## src/rtl/memory_write_buffer_pkg.sv

```systemverilog
// Shared definitions for the memory write buffer: default sizes and the drain FSM encoding.
package memory_write_buffer_pkg;

    localparam int WB_DATA_WIDTH = 32;
    localparam int WB_ADDR_WIDTH = 32;
    localparam int WB_DEPTH      = 4;

    typedef enum logic [1:0] {
        IDLE    = 2'd0,
        DRAIN   = 2'd1,
        RD_WAIT = 2'd2
    } wb_state_t;

endpackage

```

## src/rtl/memory_write_buffer_fifo.sv

```systemverilog
// wb_fifo: circular entry storage for the write buffer (address + data per entry).
// With WB_FORWARD_EN defined, the raw entries and read pointer are exported for address matching.
module wb_fifo
    import memory_write_buffer_pkg::*;
#(
    parameter int DATA_WIDTH = WB_DATA_WIDTH,
    parameter int ADDR_WIDTH = WB_ADDR_WIDTH,
    parameter int DEPTH      = WB_DEPTH,
    localparam int PTR_W     = $clog2(DEPTH)
) (
    input  logic                  clk,
    input  logic                  reset,
    input  logic                  i_push,
    input  logic [ADDR_WIDTH-1:0] i_pushAddr,
    input  logic [DATA_WIDTH-1:0] i_pushData,
    input  logic                  i_pop,
    output logic [ADDR_WIDTH-1:0] o_headAddr,
    output logic [DATA_WIDTH-1:0] o_headData,
    output logic                  o_full,
    output logic                  o_empty,
    output logic [PTR_W:0]        o_count
`ifdef WB_FORWARD_EN
    ,
    output logic [PTR_W-1:0]      o_rdPtr,
    output logic [ADDR_WIDTH-1:0] o_entryAddr [DEPTH],
    output logic [DATA_WIDTH-1:0] o_entryData [DEPTH]
`endif
);

    logic [ADDR_WIDTH-1:0] r_addr [DEPTH];
    logic [DATA_WIDTH-1:0] r_data [DEPTH];
    logic [PTR_W-1:0]      r_wrPtr;
    logic [PTR_W-1:0]      r_rdPtr;
    logic [PTR_W:0]        r_count;

    // Entry payloads need no reset: only slots below the count are ever observed.
    always_ff @(posedge clk) begin
        if (i_push) begin
            r_addr[r_wrPtr] <= i_pushAddr;
            r_data[r_wrPtr] <= i_pushData;
        end
    end

    always_ff @(posedge clk or posedge reset) begin
        if (reset) begin
            r_wrPtr <= '0;
            r_rdPtr <= '0;
            r_count <= '0;
        end else begin
            if (i_push) r_wrPtr <= r_wrPtr + 1'b1;
            if (i_pop)  r_rdPtr <= r_rdPtr + 1'b1;
            case ({i_push, i_pop})
                2'b10:   r_count <= r_count + 1'b1;
                2'b01:   r_count <= r_count - 1'b1;
                default: r_count <= r_count;
            endcase
        end
    end

    assign o_headAddr = r_addr[r_rdPtr];
    assign o_headData = r_data[r_rdPtr];
    assign o_full     = (r_count == (PTR_W + 1)'(DEPTH));
    assign o_empty    = (r_count == '0);
    assign o_count    = r_count;

`ifdef WB_FORWARD_EN
    assign o_rdPtr     = r_rdPtr;
    assign o_entryAddr = r_addr;
    assign o_entryData = r_data;
`endif

endmodule

```

## src/rtl/memory_write_buffer.sv

```systemverilog
// FIFO write buffer between the cache controller and data memory; reads are ordered behind buffered writes.
// Optional WB_FORWARD_EN: reads hitting a buffered address return the youngest matching data without a memory access.
module memory_write_buffer
    import memory_write_buffer_pkg::*;
#(
    parameter int DATA_WIDTH = WB_DATA_WIDTH,
    parameter int ADDR_WIDTH = WB_ADDR_WIDTH,
    parameter int DEPTH      = WB_DEPTH
) (
    input  logic                  clk,
    input  logic                  reset,
    input  logic                  rd_up,
    input  logic                  wr_up,
    input  logic [ADDR_WIDTH-1:0] addr_up,
    input  logic [DATA_WIDTH-1:0] wdata_up,
    output logic [DATA_WIDTH-1:0] rdata_up,
    output logic                  ready_up,
    output logic                  rd_mem,
    output logic                  wr_mem,
    output logic [ADDR_WIDTH-1:0] addr_mem,
    output logic [DATA_WIDTH-1:0] wdata_mem,
    input  logic [DATA_WIDTH-1:0] rdata_mem,
    input  logic                  ready_mem
);

    localparam int PTR_W = $clog2(DEPTH);

    wb_state_t             r_state;
    wb_state_t             w_nextState;
    logic                  r_readyUp;
    logic [DATA_WIDTH-1:0] r_rdataUp;
    logic [ADDR_WIDTH-1:0] w_headAddr;
    logic [DATA_WIDTH-1:0] w_headData;
    logic                  w_full;
    logic                  w_empty;
    logic [PTR_W:0]        w_count;
    logic                  w_pop;
    logic                  w_reqOpen;
    logic                  w_wrAccept;
    logic                  w_rdReq;
    logic                  w_rdDone;
    logic                  w_fwdHit;
    logic [DATA_WIDTH-1:0] w_fwdData;

    // Requests are ignored during the ready turnaround and while a memory read is outstanding.
    assign w_reqOpen  = !r_readyUp && (r_state != RD_WAIT);
    assign w_pop      = (r_state == DRAIN) && ready_mem && !w_empty;
    assign w_wrAccept = wr_up && w_reqOpen && (!w_full || w_pop);
    assign w_rdReq    = rd_up && !wr_up && w_reqOpen;
    assign w_rdDone   = (r_state == RD_WAIT) && ready_mem;

`ifdef WB_FORWARD_EN
    logic [PTR_W-1:0]      w_rdPtr;
    logic [PTR_W-1:0]      w_idx;
    logic [ADDR_WIDTH-1:0] w_entryAddr [DEPTH];
    logic [DATA_WIDTH-1:0] w_entryData [DEPTH];

    // Walk from oldest to youngest so the last match wins.
    always_comb begin
        w_fwdHit  = 1'b0;
        w_fwdData = '0;
        w_idx     = '0;
        for (int i = 0; i < DEPTH; i++) begin
            w_idx = w_rdPtr + PTR_W'(i);
            if (((PTR_W + 1)'(i) < w_count) && (w_entryAddr[w_idx] == addr_up)) begin
                w_fwdHit  = 1'b1;
                w_fwdData = w_entryData[w_idx];
            end
        end
    end
`else
    assign w_fwdHit  = 1'b0;
    assign w_fwdData = '0;
`endif

    wb_fifo #(
        .DATA_WIDTH (DATA_WIDTH),
        .ADDR_WIDTH (ADDR_WIDTH),
        .DEPTH      (DEPTH)
    ) u_fifo (
        .clk        (clk),
        .reset      (reset),
        .i_push     (w_wrAccept),
        .i_pushAddr (addr_up),
        .i_pushData (wdata_up),
        .i_pop      (w_pop),
        .o_headAddr (w_headAddr),
        .o_headData (w_headData),
        .o_full     (w_full),
        .o_empty    (w_empty),
        .o_count    (w_count)
`ifdef WB_FORWARD_EN
        ,
        .o_rdPtr     (w_rdPtr),
        .o_entryAddr (w_entryAddr),
        .o_entryData (w_entryData)
`endif
    );

    always_ff @(posedge clk or posedge reset) begin
        if (reset) begin
            r_state   <= IDLE;
            r_readyUp <= 1'b0;
            r_rdataUp <= '0;
        end else begin
            r_state   <= w_nextState;
            r_readyUp <= w_wrAccept || (w_rdReq && w_fwdHit) || w_rdDone;
            if (w_rdReq && w_fwdHit)
                r_rdataUp <= w_fwdData;
            else if (w_rdDone)
                r_rdataUp <= rdata_mem;
        end
    end

    // Memory strobes decode straight from the state, so an async reset drops them at once.
    always_comb begin
        w_nextState = r_state;
        rd_mem      = 1'b0;
        wr_mem      = 1'b0;
        addr_mem    = '0;
        wdata_mem   = '0;
        case (r_state)
            IDLE: begin
                if (w_count != '0)
                    w_nextState = DRAIN;
                else if (w_rdReq && !w_fwdHit)
                    w_nextState = RD_WAIT;
            end
            DRAIN: begin
                wr_mem    = 1'b1;
                addr_mem  = w_headAddr;
                wdata_mem = w_headData;
                if (ready_mem) w_nextState = IDLE;
            end
            RD_WAIT: begin
                rd_mem   = 1'b1;
                addr_mem = addr_up;
                if (ready_mem) w_nextState = IDLE;
            end
            default: w_nextState = IDLE;
        endcase
    end

    assign ready_up = r_readyUp;
    assign rdata_up = r_rdataUp;

endmodule

```

## config.mk

```make
export PLATFORM = sky130hd
export DESIGN_NAME = memory_write_buffer
export DESIGN_NICKNAME = d
export VERILOG_FILES = /design/src/rtl/memory_write_buffer_pkg.sv /design/src/rtl/memory_write_buffer_fifo.sv /design/src/rtl/memory_write_buffer.sv
export SDC_FILE = /design/constraint.sdc
export NUM_CORES = 1
export LEC_CHECK = 0
export ABC_AREA = 1
export ABC_CLOCK_PERIOD_IN_PS = 5800
export CORE_AREA = 2 2 167 169
export CTS_CLUSTER_DIAMETER = 120
export CTS_CLUSTER_SIZE = 10
export DETAILED_ROUTE_END_ITERATION = 16
export DIE_AREA = 0 0 169 171
export MAX_ROUTING_LAYER = met4
export PLACE_DENSITY = 0.67
export REMOVE_ABC_BUFFERS = 1
export SETUP_SLACK_MARGIN = 0.05
export SLEW_MARGIN = 0
export SYNTH_ARGS = -nofsm -noshare
export SYNTH_HDL_FRONTEND = slang
export SYNTH_SLANG_ARGS = --single-unit
```

## constraint.sdc

```tcl
create_clock -name clk -period 5.8 [get_ports clk]
set_clock_uncertainty 0.05 [all_clocks]
set_input_delay 1.45 -clock clk [delete_from_list [all_inputs] [get_ports clk]]
set_output_delay 1.45 -clock clk [all_outputs]
set_load 0.01 [all_outputs]
```

Word-level counts from Yosys, hierarchy flattened. Memory sizes are Yosys's and may differ from the RTL's. Cells that the tools add are included.

Register bits after elaboration: 42. Bits in writable memories: 256. Input port bits: 101. Output and inout port bits: 99. Word-level logic and storage cells: 51. Memories kept: 2.

Add/sub/neg operators: 4. Equal/unequal tests: 8. Mux-type cells: 11. Reductions and logical operators: 20.

Memory list: u_fifo.r_addr (depth 4, width 32, read ports 1, clocked after Yosys merged registers in 0, write ports 1, line memory_write_buffer_fifo.sv:30) `logic [ADDR_WIDTH-1:0] r_addr [DEPTH];`; u_fifo.r_data (depth 4, width 32, read ports 1, clocked after Yosys merged registers in 0, write ports 1, line memory_write_buffer_fifo.sv:31) `logic [DATA_WIDTH-1:0] r_data [DEPTH];`.

Operators with widths (count): $pmux W32 S2 (1); $mux W32 (1); $logic_and A1 B1 Y1 (8); $mux W2 (3); $pmux W3 S2 (1); $add A2 B1 Y2 const B (2); $eq A2 B1 Y1 const B (2); $eq A2 B2 Y1 const B (2); $logic_not A1 Y1 (4); $mux W1 (4); $pmux W2 S2 (1); $add A3 B1 Y3 const B (1); $eq A3 B3 Y1 const B (1); $logic_not A3 Y1 (1); $ne A3 B3 Y1 const B (1); $reduce_bool A3 Y1 (1); $sub A3 B1 Y3 const B (1); $logic_not A2 Y1 (1); $logic_or A1 B1 Y1 (2); $ne A2 B1 Y1 const B (1); $ne A2 B2 Y1 const B (1); $reduce_and A2 Y1 (1); $reduce_bool A2 Y1 (1); $reduce_or A2 Y1 (1).

Longest topological paths before layout. Gate-level depths: netlist (run 1).

Word-level depth: 7. Mapped depth: 12. Mapped depth without buffers: 11.

Hierarchy. Synthesis (run 1) repeated with hierarchy kept, for this count alone.

Cells, all modules: 1073. Area total of the unflattened synthesis: 13107.6 µm².

Modules (own cells, without submodules): wb_fifo (times used 1, cells each 797, area an instance 10854.2 µm², seq. area each 7862.5 µm²); memory_write_buffer (times used 1, cells each 276, area an instance 2253.4 µm², seq. area each 875.8 µm²).

Least setup slack after synthesis (run 1). Ideal clock, no wire load.

Path kind: in2reg. Start: in ready_mem. End: mem u_fifo.r_addr[0][0] (netlist name) (enable). Arrival: 4452 ps. Required time: 5263 ps. Slack: 811 ps. Cell stages on the path: 4. Path through: nand2_1 > nand3_1 > nand2_1 > nor2_1.

Longest elaborated chain between the ends: 6.

Ends and longest elaborated chain: start, declared (line memory_write_buffer.sv:23) `input logic ready_mem`; $logic_and A1 B1 Y1 (2 in a row) (line memory_write_buffer.sv:47) `assign w_pop = (r_state == DRAIN) && ready_mem && !w_empty;`; $logic_or A1 B1 Y1 (line memory_write_buffer.sv:48) `assign w_wrAccept = wr_up && w_reqOpen && (!w_full || w_pop);`; $logic_and A1 B1 Y1 (line memory_write_buffer.sv:48); $mux W1 (line memory_write_buffer_fifo.sv:38) `if (i_push) begin`; $mux W1 (not written as such) (line memory_write_buffer_fifo.sv:39) `r_addr[r_wrPtr] <= i_pushAddr;`; end, declared (line memory_write_buffer_fifo.sv:30).

Every way passes these cells.

Worst setup path after layout (run 1).
Start: reg u_fifo.r_rdPtr[0]. End: out addr_mem[26].

Longest elaborated chain between the ends: 2.

Ends and longest elaborated chain: start, declared (line memory_write_buffer_fifo.sv:33) `logic [PTR_W-1:0] r_rdPtr;`; start signal, assigned (line memory_write_buffer_fifo.sv:51) `if (i_pop) r_rdPtr <= r_rdPtr + 1'b1;`; $mem_v2 Z4 W32; $pmux W32 S2 (line memory_write_buffer.sv:122) `case (r_state)`; end, declared (line memory_write_buffer.sv:20) `output logic [ADDR_WIDTH-1:0] addr_mem,`.

Every way passes these cells.

==> results of run 1 <==
[routing by layer]
metal	global-route usage, %	vias up	wire [um]
met4	4.79	0	338
met1	25.2	3867	12000
met3	4.19	29	1880
met2	31.8	246	13100
li1	-	3848	-
met5	-	-	0
[worst paths after layout]
check | startpoint | slack (ps) | endpoint | depth (start not counted)
min reg2reg | rdata_up[26] | 460 | rdata_up[26] | 1
min | rdata_up[26] | 460 | rdata_up[26] | 1
max in group asynchronous | reset | 3940 | u_fifo.r_rdPtr[0] | 3
min in group asynchronous | reset | 1340 | ready_up | 3
max reg2reg | r_state[0] | 2630 | u_fifo.r_addr[1][6] | 8
max | u_fifo.r_rdPtr[0] | 760 | addr_mem[26] | 7
[area by class of cell]
class | instances | area (um2)
sequential | 298 | 8740
clock buffer | 49 | 981
fill | 2272 | 11900
tap | 346 | 433
timing repair buffer | 214 | 2180
multi-input combinational | 627 | 2980
inverter | 23 | 87.6
antenna | 1 | 2.50
[cells in the final DEF (no fill, tap or decap)]
| master | n |
|---|---|
| clkbuf_8 | 1 |
| nand3_1 | 7 |
| o21ai_0 | 105 |
| nor2_4 | 4 |
| a21oi_1 | 66 |
| edfxtp_1 | 256 |
| mux2_2 | 32 |
| ha_1 | 5 |
| or2_2 | 1 |
| ha_2 | 2 |
| inv_2 | 1 |
| buf_12 | 6 |
| buf_4 | 9 |
| diode_2 | 1 |
| nand2_1 | 115 |
| o21ai_1 | 25 |
| dfrtp_4 | 1 |
| fa_1 | 1 |
| xor2_1 | 2 |
| dfrtp_2 | 1 |
| nand4_1 | 1 |
| inv_1 | 21 |
| clkbuf_1 | 11 |
| dfrtp_1 | 40 |
| nor2_1 | 260 |
| nor2_2 | 1 |
| clkinv_2 | 1 |
| clkbuf_16 | 37 |
| clkdlybuf4s50_1 | 199 |
[where the power goes]
group | internal, uW | switching, uW
Combinational | 1250 | 1690
Sequential | 2820 | 230
Clock | 1160 | 761
Total | 5230 | 2680
[registers in the layout, indices dropped and copies added, names as in the netlist]
| name | count |
|---|---|
| u_fifo.r_addr | 128 |
| rdata_up | 32 |
| ready_up | 1 |
| r_state | 2 |
| u_fifo.r_data | 128 |
| u_fifo.r_rdPtr | 2 |
| u_fifo.r_wrPtr | 2 |
| u_fifo.o_count | 3 |
[through the flow]
step                hold slack (ps)  std cells  util, %  cell area, um2
floorplan                       412        948        -           11800
global placement                429       1508     52.8           14400
detailed placement              440       1508     52.8           14400
CTS                             452       1557     56.4           15400
global route                    471       1558     56.4           15400
finish                          455       1558     56.4           15400
[worst max-delay path, delay by kind of cell (launching register included)]
kind	cells	cell delay, ps
buffers and inverters	3	1810
DFF	1	810
and+or+nand+nor	2	120
AOI/OAI and AO/OA	2	260
[cells by family after synthesis]
group	synth area share, %
AND/OR/NAND/NOR	12.3
flip-flops	72.5
AO/OA/AOI/OAI	8.14
buffers and inverters	3.02
multiplexers	2.99
adder cells (fa/ha/maj)	0.893
XOR/XNOR	0.145
==> results.tsv, run 1 <==
stage	metric	value	unit
floorplanning	row cnt	61	
route	Starting DRT DRC Count	662	
setup_path	Crit Path Class	reg2out	
route	final WL	27400	um
yosys	Post-synth EDFFs	256	
setup_path	critical path's slowest cell	dfrtp_4	
floorplanning	die area	28900	um2
yosys	syn_area_per_cell	12.0	um2
setup_path	slowest cell delay on critical path	810	ps
clocking	clock slew at reported path FFs	60	ps
clocking	cts hold-fix bufs	0	
hold_path	type of the worst min-delay path	reg2reg	
timing	Final Max Tran Viols	0	
setup_path	crit path launch type	register	
timing	Worst-Margin Slew	905	ps
pwr	Power, Total	7910	uW
timing	fin worst setup slack	759	ps
yosys	library cells used by synthesis	22	
yosys	most frequent cell after synthesis	nor2_1	
global_routing	vias in the first global route	7784	
setup_path	Worst EP arrival	3540	ps
route	antenna viol nets, final	0	
layout	Syn-to-layout area delta	27.9	%
clocking	Num CTS Buffers	35	
setup_path	Critical Path RT	4300	ps
global_routing	Overflow after GRT	0	
floorplanning	I/O pins	200	
clocking	Root Driver	clkbuf_16	
global_routing	largest net degree at the start of global routing	81	
pwr	pwr dens	513	nW/um2
outcome	status	finished, final reports clean	
clocking	CTS Buffer Depth	3	
timing	final setup fails	0	
layout	layout cells sized above 1	8.01	%
timing	max frequency	198	MHz
route	DR WL/cell	17.6	um
yosys	post-synthesis cell count	1006	
setup_path	crit-path most repeated cell	nand2_1	
floorplanning	die span in x	169	um
route	first-pass iteration count of the detailed router	5	
global_routing	first-pass GRT wire length	42200	um
place	HPWL Detailed	15400	um
place	Routability Congestion	0.708	
setup_path	CP max FO	74	
place	dpl ws	1240	ps
pwr	worst vdd ir	0.371	mV
timing	RSZ-0062 raised after global routing	false	
layout	nets	1308	
place	# port buffers	199	
route	via/cell ratio	5.13	
setup_path	Worst Setup End Kind	primary output	
timing	Tcrit/Tclk final	86.9	%
yosys	yosys warns	0	
pwr	Pleak	0.00546	uW
clocking	clock latency on the worst-skew pair	500	ps
route	DRC Markers	0	
setup_path	crit path cell chain	clkinv_2, buf_12, o21ai_0, nand2_1, nand2_1, a21oi_1, clkdlybuf4s50_1	
clocking	clock sink count	298	
global_routing	initial antenna violation count	1	
clocking	Gates resized, CTS repair	0	
timing	TNS Setup	0	ps
timing	Hold Vio Cnt, Final	0	
timing	post-route minimum period	5040	ps
floorplanning	die height	171	um
yosys	share of the synthesized area in the top cell type	63.8	%
clocking	CTS tree	done	
yosys	FF+latch count, synth	298	
clocking	post-CTS setup buffers	0	
yosys	Main synth FF type	edfxtp_1	
yosys	Synth top cells by count	nor2_1 (264), edfxtp_1 (256), nand2_1 (115), o21ai_0 (105), a21oi_1 (66)	
run	max-cap viol count	0	
floorplanning	core area	27300	um2
global_routing	Total GRT Usage	19.5	%
clocking	Clock H-tree levels	2	
yosys	sequential-to-total area share from yosys stat	72.5	%
yosys	ranking of synthesized cells by area	edfxtp_1 (64%), dfrtp_1 (8.7%), nor2_1 (8.2%)	
timing	Slew headroom	39.5	%
yosys	Synth area leader	edfxtp_1	
yosys	Mapped Area	12000	um2
route	vias	7990	
yosys	Synth async-reset ratio	14.1	%
floorplanning	starting density of the core	44.1	%
Note: power is estimated with default switching activity, not from simulation.
==> inputs of run 2 (changes only) <==
ABC_CLOCK_PERIOD_IN_PS = 5600   (was 5800)
clock period = 5.6 ns   (was 5.8 ns; I/O delays follow)
==> results.tsv, run 2 (same netlist as run 1, synthesis figures left out) <==
stage	metric	value	unit	change
setup_path	Worst Setup SP	u_fifo.r_rdPtr[0]		unchanged
place	Placed Area	14400	um2	about the same
setup_path	Worst Setup End Kind	primary output		unchanged
clocking	CTS tree	done		unchanged
floorplanning	core area	27300	um2	unchanged
layout	most frequent cells in the layout	nor2_1 (260), edfxtp_1 (256), clkdlybuf4s50_1 (199)		unchanged
timing	Worst-Margin Slew	1050	ps	was 905 ps
clocking	Clock H-tree levels	2		unchanged
timing	Final Max Tran Viols	0		unchanged
outcome	status	finished, final reports clean		unchanged
global_routing	Total GRT Usage	19.7	%	was 19.5%
layout	Finished Cell Area	15400	um2	about the same
setup_path	flop-to-flop setup slack	2490	ps	was 2630 ps
floorplanning	die height	171	um	unchanged
hold_path	Worst Hold Launch	rdata_up[30]		was rdata_up[26]
setup_path	crit path launch type	register		unchanged
clocking	Num CTS Buffers	35		unchanged
floorplanning	row cnt	61		unchanged
clocking	Root Driver	clkbuf_16		unchanged
hold_path	type of the worst min-delay path	reg2reg		unchanged
route	vias	8026		was 7990
setup_path	RR Endpoint	u_fifo.r_data[1][7]		was u_fifo.r_addr[1][6]
setup_path	crit path to	addr_mem[26]		unchanged
timing	worst hold slack	454	ps	was 455 ps
global_routing	Overflow after GRT	0		unchanged
layout	Syn-to-layout area delta	27.6	%	was 27.9%
layout	layout cells sized above 1	8.17	%	was 8.01%
setup_path	R2R cell count	8		unchanged
place	dpl ws	1310	ps	was 1240 ps
setup_path	CP max FO	78		was 74
clocking	cts hold-fix bufs	0		unchanged
global_routing	first-pass GRT wire length	42800	um	was 42200 um
route	Starting DRT DRC Count	527		was 662
pwr	worst vdd ir	0.261	mV	was 0.371 mV
floorplanning	starting density of the core	44.1	%	unchanged
pwr	Pleak	0.00546	uW	about the same
place	HPWL Detailed	15500	um	was 15400 um
timing	Hold Vio Cnt, Final	0		unchanged
global_routing	vias in the first global route	8079		was 7784
clocking	post-CTS setup buffers	0		unchanged
timing	final setup fails	0		unchanged
setup_path	Crit Path Class	reg2out		unchanged
timing	fin worst setup slack	799	ps	was 759 ps
timing	post-route minimum period	4800	ps	
route	first-pass iteration count of the detailed router	6		was 5
route	DR WL/cell	17.7	um	was 17.6 um
layout	nets	1309		was 1308
timing	max frequency	208	MHz	
timing	Tcrit/Tclk final	85.7	%	
place	# port buffers	199		unchanged
timing	Slew headroom	30.0	%	was 39.5%
setup_path	Critical Path RT	4150	ps	was 4300 ps
pwr	pwr dens	532	nW/um2	was 513 nW/um2
clocking	Gates resized, CTS repair	0		unchanged
floorplanning	I/O pins	200		unchanged
timing	RSZ-0062 raised after global routing	false		unchanged
floorplanning	die span in x	169	um	unchanged
timing	TNS Setup	0	ps	unchanged
run	max-cap viol count	0		unchanged
route	antenna viol nets, final	0		unchanged
global_routing	initial antenna violation count	2		was 1
layout	Finished Core Util	56.3	%	was 56.4%
route	via/cell ratio	5.14		was 5.13
clocking	clock sink count	298		unchanged
layout	commonest non-fill, non-tap cell in the layout	nor2_1		unchanged
clocking	CTS Buffer Depth	3		unchanged
route	final WL	27600	um	was 27400 um
route	DRC Markers	0		unchanged
place	Routability Congestion	0.712		was 0.708
clocking	clock slew at reported path FFs	60	ps	about the same
floorplanning	die area	28900	um2	unchanged
setup_path	Worst EP arrival	3350	ps	was 3540 ps
setup_path	R2R Path Start	r_state[0]		unchanged
global_routing	largest net degree at the start of global routing	81		unchanged
clocking	clock latency on the worst-skew pair	500	ps	about the same
==> run 2: how the worst min path moves through the flow <==
stage                                    to  slack [ps]  cells after the start
after floorplan           u_fifo.o_count[2]         410                      2
after global placement    u_fifo.o_count[2]         430                      2
after detailed placement       rdata_up[30]         440                      1
after CTS                      rdata_up[30]         450                      1
after global routing           rdata_up[31]         480                      1
final                          rdata_up[30]         450                      1
==> run 2: power by group <==
group | total (uW) | internal (uW) | switching, uW
Combinational | 3090 | 1290 | 1800
Clock | 1980 | 1180 | 804
Sequential | 3120 | 2920 | 196
==> run 2: through the flow <==
| step | total power [uW] | std cells |
|---|---|---|
| after floorplan | 4800 | 948 |
| after global placement | 6240 | 1509 |
| after detailed placement | 6290 | 1509 |
| after CTS | 8300 | 1558 |
| after global routing | 8700 | 1560 |
| final | 8190 | 1560 |
==> run 2: routing by layer <==
layer,global-route usage (%),up-vias,part of all wire (%)
li1,-,3870,-
met5,-,-,0
met4,5.13,0,1.6
met2,33.3,254,48
met1,24.2,3862,43
met3,4.37,40,7.3
==> run 2: final cells by class <==
| class | count | area [um2] |
|---|---|---|
| clock inverters | 2 | 25.0 |
| flip-flops and latches | 298 | 8740 |
| diodes | 2 | 5.00 |
| fillers | 2222 | 12000 |
| repair buffers | 215 | 2150 |
| clock buffers | 47 | 952 |
| well taps | 346 | 433 |
| multi-input cells | 627 | 2980 |
| inverters | 23 | 87.6 |
==> run 2: worst max-delay path, cell delays in order (launching register included) <==
cell and delay (ps):
dfrtp_4 830, buf_4 790, nor2_1 120, nor2_1 110, o21ai_0 90, nand2_1 80, nand2_1 40, a21oi_1 150
clkdlybuf4s50_1 610
==> inputs of run 3 (changes only) <==
ABC_AREA = not set   (was 1)
ABC_CLOCK_PERIOD_IN_PS = 4300   (was 5600)
CORE_AREA = 2 2 164 166   (was 2 2 167 169)
DIE_AREA = 0 0 166 168   (was 0 0 169 171)
PLACE_DENSITY = 0.7   (was 0.67)
RECOVER_POWER = 50   (was not set)
clock period = 4.3 ns   (was 5.6 ns; I/O delays follow)
==> results.tsv, run 3 <==
stage	metric	value	unit	change
yosys	FF+latch count, synth	298		unchanged
yosys	Synth area leader	edfxtp_1		unchanged
floorplanning	die height	168	um	was 171 um
layout	layout cells sized above 1	19.7	%	was 8.17%
layout	fill count	1979		was 2222
place	HPWL Detailed	15700	um	was 15500 um
timing	post-route minimum period	3980	ps	
yosys	sequential-to-total area share from yosys stat	75.2	%	was 72.5%
timing	Tcrit/Tclk final	92.7	%	
yosys	Post-synth EDFFs	256		unchanged
outcome	status	complete, but fails checks		was finished, final reports clean
timing	Worst-Margin Slew	1630	ps	was 1050 ps
pwr	worst vdd ir	0.305	mV	was 0.261 mV
timing	max frequency	251	MHz	
clocking	cts hold-fix bufs	0		unchanged
floorplanning	die area	27900	um2	was 28900 um2
place	Routability Congestion	0.846		was 0.712
global_routing	Total GRT Usage	18.1	%	was 19.7%
pwr	sw frac	28.7	%	was 34.2%
global_routing	vias in the first global route	6614		was 8079
route	first-pass iteration count of the detailed router	4		was 6
clocking	Num CTS Buffers	35		unchanged
yosys	most frequent cell after synthesis	edfxtp_1		was nor2_1
route	final WL	24300	um	was 27600 um
place	placed insts	1079		was 1509
yosys	Synth top cells by count	edfxtp_1 (256), mux4_2 (64), dfrtp_1 (42), and2_1 (38)		was nor2_1 (264), edfxtp_1 (256), nand2_1 (115), o21ai_0 (105), a21oi_1 (66)
pwr	Pleak	0.00518	uW	was 0.00546 uW
outcome	failing checks	capacitance limit, slew limit		
yosys	Main synth FF type	edfxtp_1		unchanged
clocking	CTS Buffer Depth	3		unchanged
yosys	library cells used by synthesis	32		was 22
place	# port buffers	199		unchanged
setup_path	Worst EP arrival	2860	ps	was 3350 ps
layout	final cell count without fillers	1130		was 1560
clocking	CTS tree	done		unchanged
pwr	sw power	2910	uW	was 2800 uW
yosys	share of the synthesized area in the top cell type	66.1	%	was 63.8%
pwr	Power, Total	10100	uW	was 8190 uW
route	antenna viol nets, final	0		unchanged
yosys	ranking of synthesized cells by area	edfxtp_1 (66%), mux4_2 (12%), dfrtp_1 (9.0%)		was edfxtp_1 (64%), dfrtp_1 (8.7%), nor2_1 (8.2%)
run	max-cap viol count	1		was 0
global_routing	Overflow after GRT	0		unchanged
pwr	Gate power share	34.4	%	was 37.7%
clocking	clock slew at reported path FFs	50	ps	was 60 ps
global_routing	first-pass GRT wire length	38100	um	was 42800 um
floorplanning	die span in x	166	um	was 169 um
yosys	syn_area_per_cell	21.1	um2	was 12.0 um2
timing	final setup fails	0		unchanged
layout	Syn-to-layout area delta	29.2	%	was 27.6%
yosys	Synth async-reset ratio	14.1	%	unchanged
layout	commonest non-fill, non-tap cell in the layout	edfxtp_1		was nor2_1
clocking	clock sink count	298		unchanged
global_routing	largest net degree at the start of global routing	42		was 81
floorplanning	core area	26400	um2	was 27300 um2
timing	TNS Setup	0	ps	unchanged
clocking	clock latency on the worst-skew pair	500	ps	about the same
clocking	Root Driver	clkbuf_16		unchanged
route	DRC Markers	0		unchanged
setup_path	crit path launch type	register		unchanged
pwr	Clock Power Share	24.8	%	was 24.2%
timing	RSZ-0062 raised after global routing	false		unchanged
route	Starting DRT DRC Count	371		was 527
floorplanning	row cnt	60		was 61
floorplanning	I/O pins	200		unchanged
layout	most frequent cells in the layout	edfxtp_1 (256), clkdlybuf4s50_1 (123), dlygate4sd3_1 (76)		was nor2_1 (260), edfxtp_1 (256), clkdlybuf4s50_1 (199)
setup_path	Worst Setup End Kind	primary output		unchanged
clocking	Clock H-tree levels	2		unchanged
hold_path	type of the worst min-delay path	reg2reg		unchanged
timing	Final Max Tran Viols	33		was 0
yosys	yosys warns	0		unchanged
yosys	Mapped Area	11600	um2	was 12000 um2
layout	nets	884		was 1309
route	vias	6072		was 8026
route	DR WL/cell	21.5	um	was 17.7 um
timing	worst hold slack	452	ps	was 454 ps
pwr	pwr dens	675	nW/um2	was 532 nW/um2
clocking	post-CTS setup buffers	0		unchanged
timing	Slew headroom	-8.78	%	was 30.0%
clocking	Gates resized, CTS repair	0		unchanged
setup_path	Critical Path RT	3170	ps	was 4150 ps
pwr	Flop pwr share	40.9	%	was 38.1%
floorplanning	starting density of the core	44.1	%	about the same
pwr	Int Power	7230	uW	was 5390 uW
yosys	post-synthesis cell count	551		was 1006
global_routing	initial antenna violation count	3		was 2
setup_path	CP max FO	25		was 78
route	via/cell ratio	5.37		was 5.14
timing	Hold Vio Cnt, Final	0		unchanged
setup_path	Crit Path Class	reg2out		unchanged
## run 3: cell types whose count changed in the layout (fill, tap and decap cells not counted), sizes merged, moves of 16 or more
cell           delta
nor2            -259
o21ai           -129
nand2           -107
clkdlybuf4s50    -76
dlygate4sd3      +76
mux4             +64
a21oi            -61
and2             +38
a22o             +32
inv              -16
## run 3: worst paths after layout
path / start / endpoint / slack [ps] / depth (start not counted)
hold reg to reg: rdata_up[17] / rdata_up[17] / 450 / 1
max in group asynchronous: reset / rdata_up[29] / 1650 / 3
setup reg to reg: r_state[1] / u_fifo.o_count[2] / 1230 / 11
setup / recovery: u_fifo.r_rdPtr[0] / wdata_mem[18] / 320 / 4
hold / removal: rdata_up[17] / rdata_up[17] / 450 / 1
min in group asynchronous: reset / u_fifo.r_wrPtr[0] / 1210 / 2
## run 3: worst max-delay path, cell delays in order, from the launching register on
cell and delay, ps:
dfrtp_4 740, buf_4 390, mux4_2 570, and2_1 180, clkdlybuf4s50_1 470
## run 3: logic make-up after synthesis
family / Yosys count / share of synthesized area [%]
AO/OA/AOI/OAI: 43 / 3.14
XOR/XNOR: 5 / 0.441
adder cells (fa/ha/maj): 8 / 0.926
buffers and inverters: 37 / 1.67
flip-flops: 298 / 75.2
multiplexers: 96 / 15.5
AND/OR/NAND/NOR: 64 / 3.15
## run 3: area by class of cell
cell class / count / area [um2] / area share, %
antenna: 3 / 7.51 / 0.0500
clock buffer: 45 / 913 / 6.08
clock inverter: 3 / 36.3 / 0.242
inverter: 7 / 26.3 / 0.175
multi-input combinational: 216 / 2680 / 17.8
sequential: 298 / 8750 / 58.2
tap: 341 / 427 / 2.84
timing repair buffer: 217 / 2180 / 14.5
## run 3: routing by layer
metal  track usage (%)  part of all wire, %
met5                 -                    0
met4              5.10                  2.0
met3              3.41                  5.8
met2              29.8                   52
met1              23.3                   41
## run 3: stage by stage
| stage | utilization [%] | cell area, um2 | setup WS [ps] |
|---|---|---|---|
| floorplan | - | 11500 | -346 |
| global placement | 53.5 | 14100 | 736 |
| detailed placement | 53.5 | 14100 | 597 |
| CTS | 57.1 | 15000 | 220 |
| global route | 57.0 | 15000 | 135 |
| finish | 57.0 | 15000 | 316 |
## run 3: power by group through the flow
stage / Combinational (uW) / Sequential, uW / Clock [uW]
3_5_place_dp: 3560 / 4220 / 0
4_1_cts: 3600 / 4170 / 2570
5_1_grt: 3730 / 4220 / 2690
6_report: 3490 / 4140 / 2510
2_1_floorplan: 1760 / 4320 / 0
3_3_place_gp: 3500 / 4170 / 0
